<file path="src/rtl/sprite_pkg.sv">
// rtl/sprite_pkg.sv - shared ids, direction codes, geometry and home positions for the sprite scheduler
package sprite_pkg;

  localparam int NUM_SPRITES = 5;
  localparam int X_W         = 11;
  localparam int Y_W         = 10;
  localparam int DIR_W       = 4;
  localparam int ID_W        = 3;

  typedef enum logic [ID_W-1:0] {
    SPR_PACMAN = 3'd0,
    SPR_BLINKY = 3'd1,
    SPR_PINKY  = 3'd2,
    SPR_INKY   = 3'd3,
    SPR_CLYDE  = 3'd4
  } sprite_id_e;

  localparam logic [DIR_W-1:0] DIR_STAY = 4'b0000;
  localparam logic [DIR_W-1:0] DIR_R    = 4'b0001;
  localparam logic [DIR_W-1:0] DIR_U    = 4'b0010;
  localparam logic [DIR_W-1:0] DIR_D    = 4'b0100;
  localparam logic [DIR_W-1:0] DIR_L    = 4'b1000;

  localparam int ORIGIN_X   = 336;
  localparam int ORIGIN_Y   = 27;
  localparam int TILE_PX    = 16;
  localparam int TILE_SHIFT = $clog2(TILE_PX);
  localparam int CENTRE_OFF = 7;

  typedef enum logic [2:0] {
    ST_IDLE,
    ST_ISSUE,
    ST_WAIT,
    ST_CHECK,
    ST_DONE
  } sched_state_e;

  function automatic logic [X_W-1:0] home_x(input int k);
    case (k)
      0:       home_x = 11'd1367;
      1:       home_x = 11'd983;
      2:       home_x = 11'd967;
      3:       home_x = 11'd935;
      default: home_x = 11'd999;
    endcase
  endfunction

  function automatic logic [Y_W-1:0] home_y(input int k);
    case (k)
      0:       home_y = 10'd306;
      1:       home_y = 10'd210;
      default: home_y = 10'd258;
    endcase
  endfunction

  // Tile index of a sprite centre; positions left of / above the maze simply wrap.
  function automatic logic [X_W-1:0] tile_x(input logic [X_W-1:0] x);
    tile_x = (x - X_W'(ORIGIN_X + CENTRE_OFF)) >> TILE_SHIFT;
  endfunction

  function automatic logic [Y_W-1:0] tile_y(input logic [Y_W-1:0] y);
    tile_y = (y - Y_W'(ORIGIN_Y + CENTRE_OFF)) >> TILE_SHIFT;
  endfunction

endpackage

</file>
<file path="src/rtl/sprite_pos_bank.sv">
// rtl/sprite_pos_bank.sv - per-sprite position register file with one write port and bulk home load
// Ports: clk, rst_n (async active-low, loads homes); i_home_load loads all homes (beats i_we);
//        i_we/i_wr_idx/i_wr_x/i_wr_y single-entry write; o_pos_x/o_pos_y flat readout, sprite k at slice k.
module sprite_pos_bank
  import sprite_pkg::*;
(
  input  logic                         clk,
  input  logic                         rst_n,
  input  logic                         i_home_load,
  input  logic                         i_we,
  input  logic [ID_W-1:0]              i_wr_idx,
  input  logic [X_W-1:0]               i_wr_x,
  input  logic [Y_W-1:0]               i_wr_y,
  output logic [NUM_SPRITES*X_W-1:0]   o_pos_x,
  output logic [NUM_SPRITES*Y_W-1:0]   o_pos_y
);

  logic [X_W-1:0] r_x [NUM_SPRITES];
  logic [Y_W-1:0] r_y [NUM_SPRITES];

  always_ff @(posedge clk or negedge rst_n) begin
    if (!rst_n) begin
      for (int k = 0; k < NUM_SPRITES; k++) begin
        r_x[k] <= home_x(k);
        r_y[k] <= home_y(k);
      end
    end else if (i_home_load) begin
      for (int k = 0; k < NUM_SPRITES; k++) begin
        r_x[k] <= home_x(k);
        r_y[k] <= home_y(k);
      end
    end else if (i_we) begin
      for (int k = 0; k < NUM_SPRITES; k++) begin
        if (i_wr_idx == ID_W'(k)) begin
          r_x[k] <= i_wr_x;
          r_y[k] <= i_wr_y;
        end
      end
    end
  end

  for (genvar k = 0; k < NUM_SPRITES; k++) begin : g_flat
    assign o_pos_x[k*X_W +: X_W] = r_x[k];
    assign o_pos_y[k*Y_W +: Y_W] = r_y[k];
  end

endmodule

</file>
<file path="src/rtl/sprite_move_scheduler.sv">
// rtl/sprite_move_scheduler.sv - sweeps all sprites through one shared position update unit per game tick
// Optional feature macro: SPRITE_COLLISION_EN (adds a CHECK state and registered pacman/ghost tile collision).
// Ports: clk, rst_n (async active-low); tick starts a sweep; respawn returns all sprites home;
//        dir_in packed one-hot dirs; upd_pos_x/upd_pos_y/upd_dir/upd_sprite operands to the update unit;
//        upd_new_x/upd_new_y results from it; pos_x/pos_y packed bank; busy, done, overrun, collision status.
module sprite_move_scheduler
  import sprite_pkg::*;
#(
  parameter int UPD_LATENCY = 1
)
(
  input  logic                             clk,
  input  logic                             rst_n,
  input  logic                             tick,
  input  logic                             respawn,
  input  logic [NUM_SPRITES*DIR_W-1:0]     dir_in,
  output logic [X_W-1:0]                   upd_pos_x,
  output logic [Y_W-1:0]                   upd_pos_y,
  output logic [DIR_W-1:0]                 upd_dir,
  output logic [ID_W-1:0]                  upd_sprite,
  input  logic [X_W-1:0]                   upd_new_x,
  input  logic [Y_W-1:0]                   upd_new_y,
  output logic [NUM_SPRITES*X_W-1:0]       pos_x,
  output logic [NUM_SPRITES*Y_W-1:0]       pos_y,
  output logic                             busy,
  output logic                             done,
  output logic                             overrun,
  output logic [NUM_SPRITES-2:0]           collision
);

  localparam int              CNT_W    = (UPD_LATENCY > 1) ? $clog2(UPD_LATENCY) : 1;
  localparam logic [ID_W-1:0] LAST_IDX = ID_W'(NUM_SPRITES - 1);

  sched_state_e                 r_state, w_next;
  logic [ID_W-1:0]              r_idx;
  logic [CNT_W-1:0]             r_cnt;
  logic [NUM_SPRITES*DIR_W-1:0] r_snap;
  logic                         r_pend;
  logic                         w_we;
  logic                         w_home;
  logic [NUM_SPRITES*X_W-1:0]   w_pos_x;
  logic [NUM_SPRITES*Y_W-1:0]   w_pos_y;

  sprite_pos_bank u_bank (
    .clk         (clk),
    .rst_n       (rst_n),
    .i_home_load (w_home),
    .i_we        (w_we),
    .i_wr_idx    (r_idx),
    .i_wr_x      (upd_new_x),
    .i_wr_y      (upd_new_y),
    .o_pos_x     (w_pos_x),
    .o_pos_y     (w_pos_y)
  );

  always_comb begin
    w_next = r_state;
    w_we   = 1'b0;
    w_home = 1'b0;
    case (r_state)
      ST_IDLE: begin
        // respawn has priority; a coincident tick is simply dropped
        if (respawn)   w_home = 1'b1;
        else if (tick) w_next = ST_ISSUE;
      end
      ST_ISSUE: w_next = ST_WAIT;
      ST_WAIT: begin
        if (r_cnt == '0) begin
          w_we = 1'b1;
          if (r_idx == LAST_IDX) begin
`ifdef SPRITE_COLLISION_EN
            w_next = ST_CHECK;
`else
            w_next = ST_DONE;
`endif
          end else begin
            w_next = ST_ISSUE;
          end
        end
      end
      ST_CHECK: w_next = ST_DONE;
      ST_DONE: begin
        w_next = ST_IDLE;
        // a respawn seen during the sweep (or right now) overrides its results
        w_home = r_pend | respawn;
      end
      default: w_next = ST_IDLE;
    endcase
  end

  always_ff @(posedge clk or negedge rst_n) begin
    if (!rst_n) begin
      r_state <= ST_IDLE;
      r_idx   <= '0;
      r_cnt   <= '0;
      r_snap  <= '0;
      r_pend  <= 1'b0;
    end else begin
      r_state <= w_next;
      case (r_state)
        ST_IDLE: begin
          if (tick && !respawn) begin
            r_snap <= dir_in;
            r_idx  <= '0;
          end
        end
        ST_ISSUE: r_cnt <= CNT_W'(UPD_LATENCY - 1);
        ST_WAIT: begin
          if (r_cnt == '0) begin
            if (r_idx != LAST_IDX) r_idx <= r_idx + 1'b1;
          end else begin
            r_cnt <= r_cnt - 1'b1;
          end
        end
        default: ;
      endcase
      if (r_state == ST_DONE)                  r_pend <= 1'b0;
      else if (respawn && r_state != ST_IDLE)  r_pend <= 1'b1;
    end
  end

  // Operands stay stable from ISSUE through the end of WAIT so any latency of update unit works.
  always_comb begin
    upd_pos_x  = '0;
    upd_pos_y  = '0;
    upd_dir    = '0;
    upd_sprite = '0;
    if (r_state == ST_ISSUE || r_state == ST_WAIT) begin
      upd_pos_x  = w_pos_x[r_idx*X_W +: X_W];
      upd_pos_y  = w_pos_y[r_idx*Y_W +: Y_W];
      upd_dir    = r_snap[r_idx*DIR_W +: DIR_W];
      upd_sprite = r_idx;
    end
  end

  assign pos_x   = w_pos_x;
  assign pos_y   = w_pos_y;
  assign busy    = (r_state != ST_IDLE);
  assign done    = (r_state == ST_DONE);
  assign overrun = tick & busy;

`ifdef SPRITE_COLLISION_EN
  logic [NUM_SPRITES-2:0] r_coll;
  logic [NUM_SPRITES-2:0] w_coll;

  always_comb begin
    w_coll = '0;
    for (int k = 1; k < NUM_SPRITES; k++) begin
      w_coll[k-1] = (tile_x(w_pos_x[X_W-1:0]) == tile_x(w_pos_x[k*X_W +: X_W])) &&
                    (tile_y(w_pos_y[Y_W-1:0]) == tile_y(w_pos_y[k*Y_W +: Y_W]));
    end
  end

  always_ff @(posedge clk or negedge rst_n) begin
    if (!rst_n)                    r_coll <= '0;
    else if (r_state == ST_CHECK)  r_coll <= w_coll;
  end

  assign collision = r_coll;
`else
  assign collision = '0;
`endif

endmodule

</file>
<file path="config.mk">
export PLATFORM = sky130hd
export DESIGN_NAME = sprite_move_scheduler
export DESIGN_NICKNAME = d
export VERILOG_FILES = /design/src/rtl/sprite_pkg.sv /design/src/rtl/sprite_pos_bank.sv /design/src/rtl/sprite_move_scheduler.sv
export SDC_FILE = /design/constraint.sdc
export NUM_CORES = 1
export LEC_CHECK = 0
export CAP_MARGIN = 40
export CORE_ASPECT_RATIO = 0.9
export CORE_MARGIN = 2
export CORE_UTILIZATION = 49
export CTS_CLUSTER_DIAMETER = 100
export DETAILED_ROUTE_END_ITERATION = 8
export GPL_TIMING_DRIVEN = 0
export PLACE_DENSITY = 0.83
export SETUP_SLACK_MARGIN = 0.5
export SKIP_LAST_GASP = 1
export SLEW_MARGIN = 20
export SYNTH_ARGS = -nofsm -noshare
export SYNTH_HDL_FRONTEND = slang
export SYNTH_SLANG_ARGS = --single-unit
</file>
<file path="constraint.sdc">
create_clock -name clk -period 2.53 [get_ports clk]
set_input_delay 0.506 -clock clk [delete_from_list [all_inputs] [get_ports clk]]
set_output_delay 0.506 -clock clk [all_outputs]
set_load 0.1 [all_outputs]
</file>
==> out/qor.yml, run 1 <==
clock_tree:
  cts_hold_buffers: 0
  cts_made_buffers: 17
  cts_resized: 595
  cts_sinks: 132
  post_cts_buffers: 53
  cts_root_buf: "clkbuf_16"
  clock_path_buffers: 2
  htreeDepth: 4
logic_synthesis:
  synth_edf_count: 0
  synth-async-reset-ratio: 1.00
  synth_ff_type: "dfrtp_1"
  ys_warn_count: 0
  syn_inst: 697
  synth_area_per_cell_sq_um: 9.75
  ys_top_cells_by_area: "dfrtp_1, dfstp_2, mux2_2"
  synth_cell_types: 42
  yosys_register_bits: 132
  synth_top_area_cell: "dfrtp_1"
  syn_area_sq_mm: 0.00679
  synth_commonest_cells: "nand3_1, dfrtp_1, a21oi_1, mux2_2, nand2_1"
  synth_top_area_share: 0.298
  yosysSeqAreaShare: 0.496
  synth.most_common_cell: "nand3_1"
place:
  dp_slack_ns: -0.387
  gp_congestion: 0.900
  numPortBuffers: 180
  hpwlAfterDp_um: 21300
floorplanning:
  ios: 185
  rows: 40
  die_x_um: 128
  die_height_um: 116
  start_util: 0.505
status:
  error: "[ERROR DPL-0038] Utilization greater than 100%, impossible to legalize"
  stop_stage: "clock tree synthesis"
  outcome: "did not finish"
[metrics by stage]
stage	cells	cell area, sq um	hold slack [ns]
floorplan	700	7470	0.210
global placement	1048	9480	0.483
detailed placement	1185	11700	0.493
[logic make-up after synthesis]
group,count (synthesis),synth area share
AOI/OAI and AO/OA,219,0.185
xor gates and xnor gates,1,0.00129
adders and majority gates,5,0.00921
buffers and inverters,90,0.0632
DFF,132,0.496
muxes,70,0.116
other,1,0.000552
and+or+nand+nor,179,0.129
==> run 2, diff against run 1 <==
Settings changed: CORE_ASPECT_RATIO 0.9 to default, CORE_UTILIZATION 49 to 39, CTS_CLUSTER_DIAMETER 100 to default, PLACE_DENSITY 0.83 to default, PLACE_DENSITY_LB_ADDON from default to 0.15, SETUP_SLACK_MARGIN 0.5 to default.
==> run 2 against run 1 <==
  * Synthesized cell count unchanged
  * Area after synthesis unchanged
  * The flow now finishes, with violations (negative setup slack)
==> out/qor.yml, run 2 <==
logic_synthesis:
  synth_area_per_cell_sq_um: 9.75  # unchanged
  syn_inst: 697  # unchanged
  synth_ff_type: "dfrtp_1"  # unchanged
  synth_top_area_share: 0.298  # unchanged
  ys_warn_count: 0  # unchanged
  synth_commonest_cells: "nand3_1, dfrtp_1, a21oi_1, mux2_2, nand2_1"  # unchanged
  synth.most_common_cell: "nand3_1"  # unchanged
  yosysSeqAreaShare: 0.496  # unchanged
  synth_top_area_cell: "dfrtp_1"  # unchanged
  syn_area_sq_mm: 0.00679  # unchanged
  synth_edf_count: 0  # unchanged
  yosys_register_bits: 132  # unchanged
  ys_top_cells_by_area: "dfrtp_1, dfstp_2, mux2_2"  # unchanged
  synth_cell_types: 42  # unchanged
  synth-async-reset-ratio: 1.00  # unchanged
setup_path:
  r2r_end: "u_bank.o_pos_y[27]$_DFFE_PN0P_"
  critPathMostFrequentCell: "buf_6"
  r2r-start: "r_idx[0]$_DFFE_PN0P_"
  crit_start: "r_idx[2]$_DFFE_PN0P_"
  path_class: "reg2out"
  worst_path_max_delay_cell: "a222oi_1"
  r2r_cells: 8
  start_kind: "flip-flop"
  slowest_delay_ns: 0.50
  crit_arrival_ns: 2.19
  crit_end: "upd_pos_x[9]"
  path_max_fanout: 5
  rrSetupSlack_ns: 0.01
  crit_path_end_kind: "output pin"
  critPathRequiredTime_ns: 2.02
  crit_chain: "buf_6 > nor3b_4 > buf_4 > buf_6 > buf_6 > a222oi_1 > nor2_4 > buf_12"
clock_tree:
  clkTransAtPathRegs_ns: 0.06
  cts_tree: "yes"
  cts_made_buffers: 17  # unchanged
  cts_sinks: 132  # unchanged
  cts_root_buf: "clkbuf_16"  # unchanged
  clock_path_buffers: 2  # unchanged
  htreeDepth: 4  # unchanged
  worstSkewPairLatency_ns: 0.42
  cts_hold_buffers: 0  # unchanged
status:
  violations: "negative setup slack"
  outcome: "complete, but fails checks"  # was did not finish
sta:
  finalCriticalPeriod_ns: 2.69
  setup_viol: 25
  relSlewSlack: 0.507
  worstMarginPinSlew_ns: 0.736
  finalHoldViolCount: 0
  setup_slack_ns: -0.162
  clock_skew_ns: 0.00594
  period_share: 1.06
  rsz0062_at_grt: "true"
  slew_violations: 0
  max_freq_mhz: 372
routing:
  vias: 7458
  drt-initial-drc-count: 946
  via_per_inst: 5.88
  wire_per_inst_um: 22.4
  drc: 0
  ant_nets: 0
  finalWirelength_um: 28400
  drt-pass1-iter-count: 5
place:
  gp_congestion: 0.867  # was 0.900
  dp_slack_ns: -0.813  # was -0.387 ns
  hpwlAfterDp_um: 19700  # was 21300 um
  numPortBuffers: 180  # unchanged
floorplanning:
  fp.coreArea_sq_mm: 0.0172
  start_util: 0.395  # was 0.505
  die_x_um: 136  # was 128 um
  ios: 185  # unchanged
  die-area_sq_mm: 0.0185
  die_height_um: 136  # was 116 um
  rows: 48  # was 40
global_routing:
  first_global_vias: 7650
  grt_usage: 0.306
  overflow: 0
  antenna_found_initial: 0
  grt_start_max_net_pins: 71
  grt_pass1_wl_um: 42800
final_layout:
  nNetsFinal: 1080
  antenna_cells: 0
  layout_commonest_cell: "clkdlybuf4s50_1"
  area_growth_pct: 82.6
  final_core_util: 0.722
  final_cell_mix: "clkdlybuf4s50_1, buf_8, nand3_1"
  drive_above_1_share: 0.406
  largest_reg_flops: 55
  num-fill-cells: 1181
flow_run:
  maxCapViolations: 0
hold_path:
  worstHoldPathType: "in2async"
==> run 2: cell counts after synthesis <==
No cell type changed its count.
==> run 2: per-stage QoR <==
stage	hold slack, ns	TNS (ns)	instances	cell area (sq um)
after floorplan	0.210	-1.21	700	7050
after global placement	0.484	-538.56	1105	9130
after detailed placement	0.486	-58.78	1243	11300
after CTS	0.0398	-7.14	1270	12200
after global routing	0.0745	-4.61	1268	12400
final	0.0273	-2.21	1268	12400
==> run 2: kinds of logic after synthesis <==
kind of cell             count (synthesis)  share of synthesized area
flip-flops                             132                      0.496
multiplexers                            70                      0.116
AO/OA/AOI/OAI                          219                      0.185
buffers and inverters                   90                     0.0632
adder cells (fa/ha/maj)                  5                    0.00921
AND/OR/NAND/NOR                        179                      0.129
other                                    1                   0.000552
XOR/XNOR                                 1                    0.00129
==> run 2: per-layer routing <==
layer | share of wire | vias to the layer above | GRT usage
met5 | 0 | - | 0
met4 | 0.037 | 0 | 0.144
met3 | 0.089 | 103 | 0.0690
met2 | 0.50 | 464 | 0.508
met1 | 0.38 | 3699 | 0.378
li1 | - | 3192 | -
==> run 2: how the worst min path moves through the flow <==
stage                                           to                  start
finish              u_bank.o_pos_x[36]$_DFFE_PN0P_                  rst_n
floorplan                     r_idx[0]$_DFFE_PN0P_                  rst_n
CTS                 u_bank.o_pos_y[37]$_DFFE_PN0P_                  rst_n
global placement             r_snap[8]$_DFFE_PN0P_  r_snap[8]$_DFFE_PN0P_
detailed placement  u_bank.o_pos_y[37]$_DFFE_PN0P_                  rst_n
global route         u_bank.o_pos_x[5]$_DFFE_PN0P_                  rst_n
==> run 2: area by class of cell <==
class	count	area [sq um]	share of cell area
repair buffers	316	4140	0.334
multi-input cells	478	3440	0.277
flip-flops and latches	132	3370	0.272
plain buffers	70	562	0.0453
clock buffers	30	548	0.0442
well taps	225	282	0.0227
inverters	15	56.3	0.00454
clock inverters	2	10.0	0.000807
==> run 2: worst max-delay path, delay by kind of cell (launching register included) <==
family	cells	cell delay, ns
buf+inv	5	0.67
simple gates	2	0.22
flops	1	0.37
compound gates	1	0.50
==> run 2: timing repair <==
| action | CTS | global route |
|---|---|---|
| gates cloned | 1 | 1 |
| setup endpoints to repair | 99 | 93 |
| buffers inserted | 10 | 18 |
| pin swaps | 13 | 18 |
| resized for setup | 99 | 62 |
Power of run 2 is left out: the tool's default activity adds up to more than one toggle a clock period on the data nets, which glitch-free logic cannot reach.
==> run 3, diff against run 2 <==
Settings changed: CORE_ASPECT_RATIO from default to 1.75, SYNTH_HIERARCHICAL from default to 1.
==> run 3 against run 2 <==
  * The run still ends with negative setup slack left
  * Flip-flop and latch count did not move
  * Fmax rose by 1.6%
  * Highest routed layer unchanged
  * Non-clock buffer count fell by 1
  * Largest cell class unchanged
==> out/qor.yml, run 3 <==
logic_synthesis:
  ys_top_cells_by_area: "dfrtp_1, mux2i_1, dfstp_2"  # was dfrtp_1, dfstp_2, mux2_2
  yosys_register_bits: 132  # unchanged
  ys_warn_count: 6  # was 0
  synth_edf_count: 0  # unchanged
  synth_commonest_cells: "mux2i_1, dfrtp_1, nand2b_1, nor2_1, dfstp_2"  # was nand3_1, dfrtp_1, a21oi_1, mux2_2, nand2_1
  synth_top_area_share: 0.291  # was 0.298
  synth.most_common_cell: "mux2i_1"  # was nand3_1
  syn_area_sq_mm: 0.00697  # was 0.00679 sq mm
  yosysSeqAreaShare: 0.483  # was 0.496
  synth_area_per_cell_sq_um: 11.7  # was 9.75 sq um
  syn_inst: 593  # was 697
  synth_ff_type: "dfrtp_1"  # unchanged
  synth_cell_types: 38  # was 42
  synth_top_area_cell: "dfrtp_1"  # unchanged
  synth-async-reset-ratio: 1.00  # unchanged
floorplanning:
  ios: 185  # unchanged
  die_x_um: 105  # was 136 um
  rows: 64  # was 48
  fp.coreArea_sq_mm: 0.0175  # was 0.0172 sq mm
  die-area_sq_mm: 0.0190  # was 0.0185 sq mm
  start_util: 0.399  # was 0.395
  die_height_um: 181  # was 136 um
final_layout:
  final_cell_mix: "clkdlybuf4s50_1, mux2i_1, buf_8"  # was clkdlybuf4s50_1, buf_8, nand3_1
  drive_above_1_share: 0.419  # was 0.406
  num-fill-cells: 1151  # was 1181
  antenna_cells: 0  # unchanged
  final_core_util: 0.746  # was 0.722
  nNetsFinal: 995  # was 1080
  largest_reg_flops: 55  # unchanged
  area_growth_pct: 86.9  # was 82.6%
  layout_commonest_cell: "clkdlybuf4s50_1"  # unchanged
place:
  numPortBuffers: 180  # unchanged
  hpwlAfterDp_um: 18200  # was 19700 um
  gp_congestion: 0.812  # was 0.867
sta:
  relSlewSlack: 0.525  # was 0.507
  period_share: 1.05  # was 1.06
  worstMarginPinSlew_ns: 0.713  # was 0.736 ns
  slew_violations: 0  # unchanged
  setup_viol: 25  # unchanged
  finalHoldViolCount: 0  # unchanged
  setup_slack_ns: -0.120  # was -0.162 ns
  clock_skew_ns: 0.0106  # was 0.00594 ns
  max_freq_mhz: 377  # was 372 MHz
  finalCriticalPeriod_ns: 2.65  # was 2.69 ns
  rsz0062_at_grt: "true"  # unchanged
setup_path:
  path_class: "reg2out"  # unchanged
  r2r_cells: 7  # was 8
  crit_arrival_ns: 2.14  # was 2.19 ns
  critPathRequiredTime_ns: 2.02  # about the same
  start_kind: "flip-flop"  # unchanged
  worst_path_max_delay_cell: "dfrtp_1"  # was a222oi_1
  rrSetupSlack_ns: 0.18  # was 0.01 ns
  path_max_fanout: 6  # was 5
  slowest_delay_ns: 0.38  # was 0.50 ns
  crit_path_end_kind: "output pin"  # unchanged
  crit_chain: "buf_6 > xor2_4 > buf_6 > nand4b_4 > buf_12 > clkbuf_16 > buf_4 > o22ai_4 > buf_12"  # was buf_6 > nor3b_4 > buf_4 > buf_6 > buf_6 > a222oi_1 > nor2_4 > buf_12
routing:
  wire_per_inst_um: 22.6  # was 22.4 um
  via_per_inst: 5.25  # was 5.88
  drc: 0  # unchanged
  drt-initial-drc-count: 239  # was 946
  vias: 6263  # was 7458
  drt-pass1-iter-count: 5  # unchanged
  ant_nets: 0  # unchanged
  finalWirelength_um: 27000  # was 28400 um
global_routing:
  grt_start_max_net_pins: 101  # was 71
  antenna_found_initial: 0  # unchanged
  overflow: 0  # unchanged
  first_global_vias: 6971  # was 7650
  grt_pass1_wl_um: 40700  # was 42800 um
  grt_usage: 0.282  # was 0.306
hold_path:
  worstHoldPathType: "reg2reg"  # was in2async
  whs_path_depth: 1
clock_tree:
  cts_root_buf: "clkbuf_16"  # unchanged
  worstSkewPairLatency_ns: 0.42  # about the same
  clock_path_buffers: 2  # unchanged
  cts_sinks: 132  # unchanged
  htreeDepth: 4  # unchanged
  clkTransAtPathRegs_ns: 0.06  # about the same
  cts_made_buffers: 17  # unchanged
  cts_tree: "yes"  # unchanged
status:
  violations: "negative setup slack"  # unchanged
  outcome: "complete, but fails checks"  # unchanged
flow_run:
  maxCapViolations: 0  # unchanged
==> run 3: cell types whose count changed after synthesis, moves of 30 or more <==
cell      change
o21ai_0      -54
a21oi_1      -77
o21ai_1      -30
nor2_1       +62
nand3_1      -95
nand2_1      -61
mux2i_1     +155
nand2b_1     +69
mux2_2       -69
==> run 3: worst paths after layout <==
path                                   startpoint                              to
hold reg to reg            r_snap[15]$_DFFE_PN0P_          r_snap[15]$_DFFE_PN0P_
hold / removal             r_snap[15]$_DFFE_PN0P_          r_snap[15]$_DFFE_PN0P_
min in group asynchronous                   rst_n          r_snap[12]$_DFFE_PN0P_
setup / recovery           r_state[1]$_DFFE_PN0P_                    upd_pos_x[3]
max in group asynchronous                   rst_n  u_bank/o_pos_x[11]$_DFFE_PN1P_
setup reg to reg           r_state[1]$_DFFE_PN0P_  u_bank/o_pos_x[18]$_DFFE_PN1P_
==> run 3: metal layers <==
layer,global-route usage,routed length (um),share of wire,vias to the layer above
li1,-,-,-,2792
met5,0,0,0,-
met3,0.0444,1190,0.044,62
met1,0.319,9960,0.37,3179
met2,0.512,14800,0.55,230
met4,0.132,1060,0.039,0
==> run 3: layout make-up <==
| cell class | count | area, sq um | share of cell area |
|---|---|---|---|
| buffer | 49 | 447 | 0.0343 |
| clock buffer | 20 | 457 | 0.0351 |
| multi-input combinational | 404 | 3930 | 0.302 |
| sequential | 132 | 3370 | 0.259 |
| clock inverter | 12 | 118 | 0.00904 |
| timing repair buffer | 336 | 4380 | 0.337 |
| tap | 231 | 289 | 0.0222 |
| inverter | 8 | 30.0 | 0.00231 |
==> run 3: kinds of logic after synthesis <==
logic type / Yosys count / share of synthesized area
muxes: 176 / 0.267
and+or+nand+nor: 163 / 0.134
DFF: 132 / 0.483
buffers and inverters: 60 / 0.0462
AOI/OAI and AO/OA: 58 / 0.0627
adders and majority gates: 2 / 0.00359
other: 1 / 0.000538
xor gates and xnor gates: 1 / 0.00234
==> run 3: repair_timing <==
item,CTS,global route
endpoints found under the setup margin,28,59
pin swaps,7,15
cloned,2,1
hold buffers,1,0
hold endpoints to repair,27,0
resized for setup,113,50
buffers inserted,27,21
==> run 3: per-stage QoR <==
step | setup WS [ns] | instances | setup TNS, ns | instance area (sq um) | hold slack [ns]
6_report | -0.120 | 1192 | -1.49 | 13000 | 0.517
5_1_grt | -0.182 | 1192 | -2.90 | 13000 | 0.524
4_1_cts | -0.319 | 1178 | -3.20 | 12700 | 0.515
3_5_place_dp | -0.867 | 1144 | -29.99 | 11600 | 0.388
3_3_place_gp | -4.14 | 1007 | -502.26 | 9390 | 0.491
2_1_floorplan | -0.553 | 596 | -1.55 | 7290 | 0.210
==> run 3: worst max-delay path: cells and delay by family, from the launching register on <==
kind / cells / cell delay, ns
simple gates: 1 / 0.09
xor+xnor: 1 / 0.21
compound gates: 1 / 0.12
flops: 1 / 0.38
buf+inv: 6 / 0.91
Power of run 3 is left out for the same reason.
==> run 4, diff against run 3 <==
Settings changed: CORE_MARGIN 2 to 3.
==> run 4 against run 3 <==
  * The run still ends with negative setup slack left
  * First-iteration DRC count increased by 33%
  * Non-clock buffer count fell by 4
  * Count of clock-buffer cells in the layout down 2
  * Worst hold slack worse by 0.0071 ns
  * Clock skew is 0.0011 ns lower
  * Sequential share of layout area grew 0.54 points
  * Register-to-register slack lost 0.13 ns
  * Critical endpoint is now upd_pos_x[6]
==> out/qor.yml, run 4 (synthesized netlist as in run 3, its figures left out) <==
status:
  outcome: "complete, but fails checks"  # unchanged
  violations: "negative setup slack"  # unchanged
place:
  dpl_cell_area_sq_mm: 0.0116  # about the same
  numPortBuffers: 180  # unchanged
  hpwlAfterDp_um: 18500  # was 18200 um
  gp_congestion: 0.833  # was 0.812
  place_inst: 1144  # unchanged
routing:
  wire_per_inst_um: 22.8  # was 22.6 um
  vias: 6180  # was 6263
  finalWirelength_um: 27100  # was 27000 um
  drc: 0  # unchanged
  ant_nets: 0  # unchanged
  via_per_inst: 5.20  # was 5.25
  drt-initial-drc-count: 317  # was 239
  drt-pass1-iter-count: 4  # was 5
setup_path:
  crit_chain: "buf_6 > xor2_4 > nand3_4 > clkbuf_16 > buf_8 > buf_6 > buf_6 > o22ai_4 > buf_12"  # was buf_6 > xor2_4 > buf_6 > nand4b_4 > buf_12 > clkbuf_16 > buf_4 > o22ai_4 > buf_12
  worst_path_max_delay_cell: "dfrtp_1"  # unchanged
  slowest_delay_ns: 0.37  # was 0.38 ns
  critPathRequiredTime_ns: 2.02  # about the same
  start_kind: "flip-flop"  # unchanged
  crit_path_end_kind: "output pin"  # unchanged
  cp_top_family: "buffers and inverters"  # unchanged
  critPathMostFrequentCell: "buf_6"
  path_max_fanout: 6  # unchanged
  cp_num_buf_inv: 6  # unchanged
  crit_arrival_ns: 2.27  # was 2.14 ns
  path_class: "reg2out"  # unchanged
floorplanning:
  fp.coreArea_sq_mm: 0.0175  # about the same
  die_height_um: 183  # was 181 um
  ios: 185  # unchanged
  die-area_sq_mm: 0.0196  # was 0.0190 sq mm
  rows: 64  # unchanged
  start_util: 0.397  # was 0.399
  die_x_um: 107  # was 105 um
clock_tree:
  cts_sinks: 132  # unchanged
  worstSkewPairLatency_ns: 0.41  # was 0.42 ns
  cts_tree: "yes"  # unchanged
  clock_path_buffers: 2  # unchanged
  clkTransAtPathRegs_ns: 0.06  # about the same
  cts_made_buffers: 17  # unchanged
  htreeDepth: 4  # unchanged
  cts_root_buf: "clkbuf_16"  # unchanged
flow_run:
  maxCapViolations: 0  # unchanged
sta:
  slew_violations: 0  # unchanged
  clock_skew_ns: 0.00950  # was 0.0106 ns
  finalCriticalPeriod_ns: 2.78  # was 2.65 ns
  tns_ns: -3.56  # was -1.49 ns
  finalHoldViolCount: 0  # unchanged
  worstMarginPinSlew_ns: 0.656  # was 0.713 ns
  setup_viol: 25  # unchanged
  rsz0062_at_grt: "true"  # unchanged
  max_freq_mhz: 360  # was 377 MHz
  setup_slack_ns: -0.250  # was -0.120 ns
  period_share: 1.10  # was 1.05
  relSlewSlack: 0.563  # was 0.525
final_layout:
  nNetsFinal: 991  # was 995
  final_cells: 1188  # was 1192
  drive_above_1_share: 0.388  # was 0.419
  num-fill-cells: 1130  # was 1151
  final_cell_mix: "mux2i_1, clkdlybuf4s50_1, buf_8"  # was clkdlybuf4s50_1, mux2i_1, buf_8
  fin_area_sq_mm: 0.0127  # was 0.0130 sq mm
  area_growth_pct: 83.0  # was 86.9%
  final_core_util: 0.727  # was 0.746
  largest_reg_flops: 55  # unchanged
  antenna_cells: 0  # unchanged
global_routing:
  antenna_found_initial: 0  # unchanged
  first_global_vias: 7117  # was 6971
  grt_pass1_wl_um: 42000  # was 40700 um
  overflow: 0  # unchanged
  grt_start_max_net_pins: 97  # was 101
  grt_usage: 0.284  # was 0.282
hold_path:
  worstHoldPathType: "reg2reg"  # unchanged
## run 4: timing repair
item	CTS	global route
gates resized for setup	108	20
buffers inserted	35	9
pin swaps	20	7
cloned	2	0
hold endpoints to repair	31	0
setup endpoints to repair	28	68
hold buffers	1	0
## run 4: worst reg2reg max path, cell delays in order (launching register included)
cell and delay (ns):
dfrtp_1 0.39, buf_6 0.14, buf_4 0.16, nor3_1 0.29
clkbuf_1 0.37, clkbuf_1 0.56, nor2_1 0.23, mux2i_1 0.25
## run 4: through the flow
stage / setup slack [ns] / hold slack [ns]
after floorplan: -0.553 / 0.210
after global placement: -4.06 / 0.492
after detailed placement: -0.944 / 0.403
after CTS: -0.279 / 0.514
after global routing: -0.337 / 0.536
final: -0.250 / 0.509
## run 4: metal layers
layer / wire (um) / vias to the layer above / global-route usage
li1: - / 2782 / -
met3: 1170 / 67 / 0.0423
met5: 0 / - / 0
met2: 15000 / 234 / 0.520
met4: 1190 / 0 / 0.134
met1: 9820 / 3097 / 0.319
## run 4: path summary, 6_finish.rpt
path / start / end / slack (ns) / cells past startpoint
setup reg to reg: r_state[0]$_DFFE_PN0P_ / u_bank/o_pos_x[51]$_DFFE_PN1P_ / 0.05 / 7
min in group asynchronous: rst_n / r_snap[12]$_DFFE_PN0P_ / 0.56 / 2
max in group asynchronous: rst_n / u_bank/o_pos_x[45]$_DFFE_PN1P_ / 1.16 / 3
setup / recovery: r_state[1]$_DFFE_PN0P_ / upd_pos_x[6] / -0.25 / 9
hold reg to reg: r_snap[9]$_DFFE_PN0P_ / r_snap[9]$_DFFE_PN0P_ / 0.51 / 1
hold / removal: r_snap[9]$_DFFE_PN0P_ / r_snap[9]$_DFFE_PN0P_ / 0.51 / 1
## run 4: area by class of cell
cell class | instances | area (sq um) | share of cell area
timing repair buffer | 330 | 4320 | 0.339
multi-input combinational | 404 | 3700 | 0.290
sequential | 132 | 3370 | 0.264
buffer | 51 | 455 | 0.0357
clock buffer | 18 | 429 | 0.0337
tap | 231 | 289 | 0.0227
clock inverter | 14 | 154 | 0.0121
inverter | 8 | 30.0 | 0.00236
Power of run 4 is left out for the same reason.
==> patch, RTL diff (settings of run 3) <==
Change the package constant `NUM_SPRITES` from 5 to 10.
--- a/src/rtl/sprite_pkg.sv
+++ b/src/rtl/sprite_pkg.sv
@@ -1,7 +1,7 @@
 // rtl/sprite_pkg.sv - shared ids, direction codes, geometry and home positions for the sprite scheduler
 package sprite_pkg;
 
-  localparam int NUM_SPRITES = 5;
+  localparam int NUM_SPRITES = 10;
   localparam int X_W         = 11;
   localparam int Y_W         = 10;
   localparam int DIR_W       = 4;
Ports: changed (resized collision, dir_in, pos_x and pos_y); port bits go from 185 to 315. No check against the original RTL was run, so the function may have changed too.
==> patch against run 3 <==
The run still ends with setup timing left; via count rose by 55%; cell area grew 56%; final cell count grew 56%; setup slack got worse by 0.23 ns; sequential cell count up 88; routed wire length rose by 66%; synthesized area is 65% higher; register-to-register slack worse by 0.02 ns; largest cell class unchanged.
==> patch: results (changes against run 3) <==
status=finished, violations left (unchanged); failing checks=setup timing (unchanged); Worst-Skew Late Latency=0.51 ns (was 0.42 ns); Global Route Usage Sum=0.290 (was 0.282); initial antenna violation count=0 (unchanged); routing usage on met3=0.0378 (was 0.0444); routed len/inst=24.2 µm (was 22.6 µm); number of buffers created by CTS=22 (was 17); CP peak stage delay=0.51 ns (was 0.38 ns); register area share after synthesis=0.489 (was 0.483); nets@finish=1530 (was 995); worst min-delay path class=input pin to asynchronous set/reset pin (was register to register); htree depth=1 (was 4); VDD IR max=1.34 mV; fin cells=1858 (was 1192); routing usage on met2=0.554 (was 0.512); Ant. Diodes=0 (unchanged); synth unique cells=40 (was 38); worst-margin pin slew=0.677 ns (was 0.713 ns); share of cells above drive strength 1=0.415 (was 0.419); max layer used=met4 (unchanged); Port Buf Inserts=297 (was 180); Place WS=-1.03 ns (was -0.867 ns); gpl congestion=0.807 (was 0.812); combinational power=16800 µW; placed cell count=1819 (was 1144); vias in the first global route=10634 (was 6971); first-pass GRT wire length=66900 µm (was 40700 µm); Post-Syn Instances=885 (was 593); WL met3=2000 µm (was 1190 µm); Placed Area=0.0192 mm² (was 0.0116 mm²); Arr. time, crit path=2.38 ns (was 2.14 ns); max reg flops=95 (was 55); maximum buffer depth of the clock tree=3 (was 2); Post-synth top flop=dfrtp_1 (unchanged); critical path's slowest cell=mux4_2 (was dfrtp_1); clock skew=0.0164 ns (was 0.0106 ns); clk pwr=3230 µW; DR vias/cell=5.21 (was 5.25); met2 wire len=25200 µm (was 14800 µm); pin count of the biggest net entering global routing=99 (was 101); detailed placement HPWL=32700 µm (was 18200 µm); GR Util met1=0.318 (was 0.319); Fin Setup TNS=-7.36 ns (was -1.49 ns); top post-synthesis cells by area=dfrtp_1 (29%), dfstp_2 (20%), mux2i_1 (16%), mux4_2 (7.3%), nand2b_1 (6.2%) (was dfrtp_1 (29%), mux2i_1 (22%), dfstp_2 (19%), nand2b_1 (6.3%), mux2_4 (4.3%)); Slew Viols, Final=0 (unchanged); commonest cells in the netlist=mux2i_1 (182), dfrtp_1 (134), nand2b_1 (113), nor2_1 (103), dfstp_2 (86) (was mux2i_1 (155), dfrtp_1 (81), nand2b_1 (70), nor2_1 (67), dfstp_2 (51)); Iteration-0 DRC Markers=507 (was 239); Psw=12000 µW; clock-pin slew of the registers on the worst-case setup and hold paths=0.06 ns (about the same); Async SR Flop Fraction=1.00 (unchanged); final setup violation count=26 (was 25); wire length on met1=15700 µm (was 9960 µm); final worst slack=-0.353 ns (was -0.120 ns); yosys warns=6 (unchanged); fillers=1908 (was 1151); Crit Path Max Fanout=5 (was 6); Leakage=0.00969 µW
patch: cell types whose count changed after synthesis, sizes merged, moves of 11 or more:
cell,delta
mux2i,+27
dfrtp,+53
mux4,+50
mux2,+11
dfstp,+35
nand2b,+43
a22o,+24
o22ai,-24
buf,+63
a2bb2oi,-25
nor2,+36
patch: final timing paths:
| kind | slack, ns | depth (start not counted) | endpoint | from |
|---|---|---|---|---|
| worst max-delay path | -0.35 | 7 | upd_pos_x[9] | r_idx[0] |
| worst min-delay path | 0.49 | 2 | r_snap[25] | rst_n |
| worst max register to register | 0.16 | 8 | u_bank/o_pos_x[17] | r_state[2] |
| worst min register to register | 0.51 | 1 | r_snap[17] | r_snap[17] |
| max in group asynchronous | 1.23 | 3 | u_bank/o_pos_y[98] | rst_n |
| min in group clk | 0.51 | 1 | r_snap[17] | r_snap[17] |
patch: kinds of logic after synthesis:
logic type	after synthesis	share of synthesized area
DFF	220	0.489
muxes	264	0.297
AOI/OAI and AO/OA	33	0.0240
and+or+nand+nor	239	0.117
other	1	0.000327
buffers and inverters	125	0.0686
xor gates and xnor gates	1	0.00240
adders and majority gates	2	0.00218
patch: layout make-up:
class	count	area, µm²	share of cell area
clock buffer	32	638	0.0314
timing repair buffer	547	7330	0.361
clock inverter	5	60.1	0.00295
tap	382	478	0.0235
sequential	220	5610	0.276
inverter	5	18.8	0.000923
buffer	119	923	0.0454
multi-input combinational	548	5270	0.259
patch: repair_timing:
action	in CTS	in global routing
pin swaps	16	7
resized for setup	124	9
hold endpoints to repair	32	0
setup endpoints to repair	203	79
gates cloned	3	1
hold buffers	1	0
setup buffers	29	0
patch: worst max-delay path, delay by kind of cell, from the launching register on:
kind | cells | cell delay, ns
mux | 1 | 0.51
buf+inv | 5 | 0.65
flops | 1 | 0.40
compound gates | 1 | 0.30
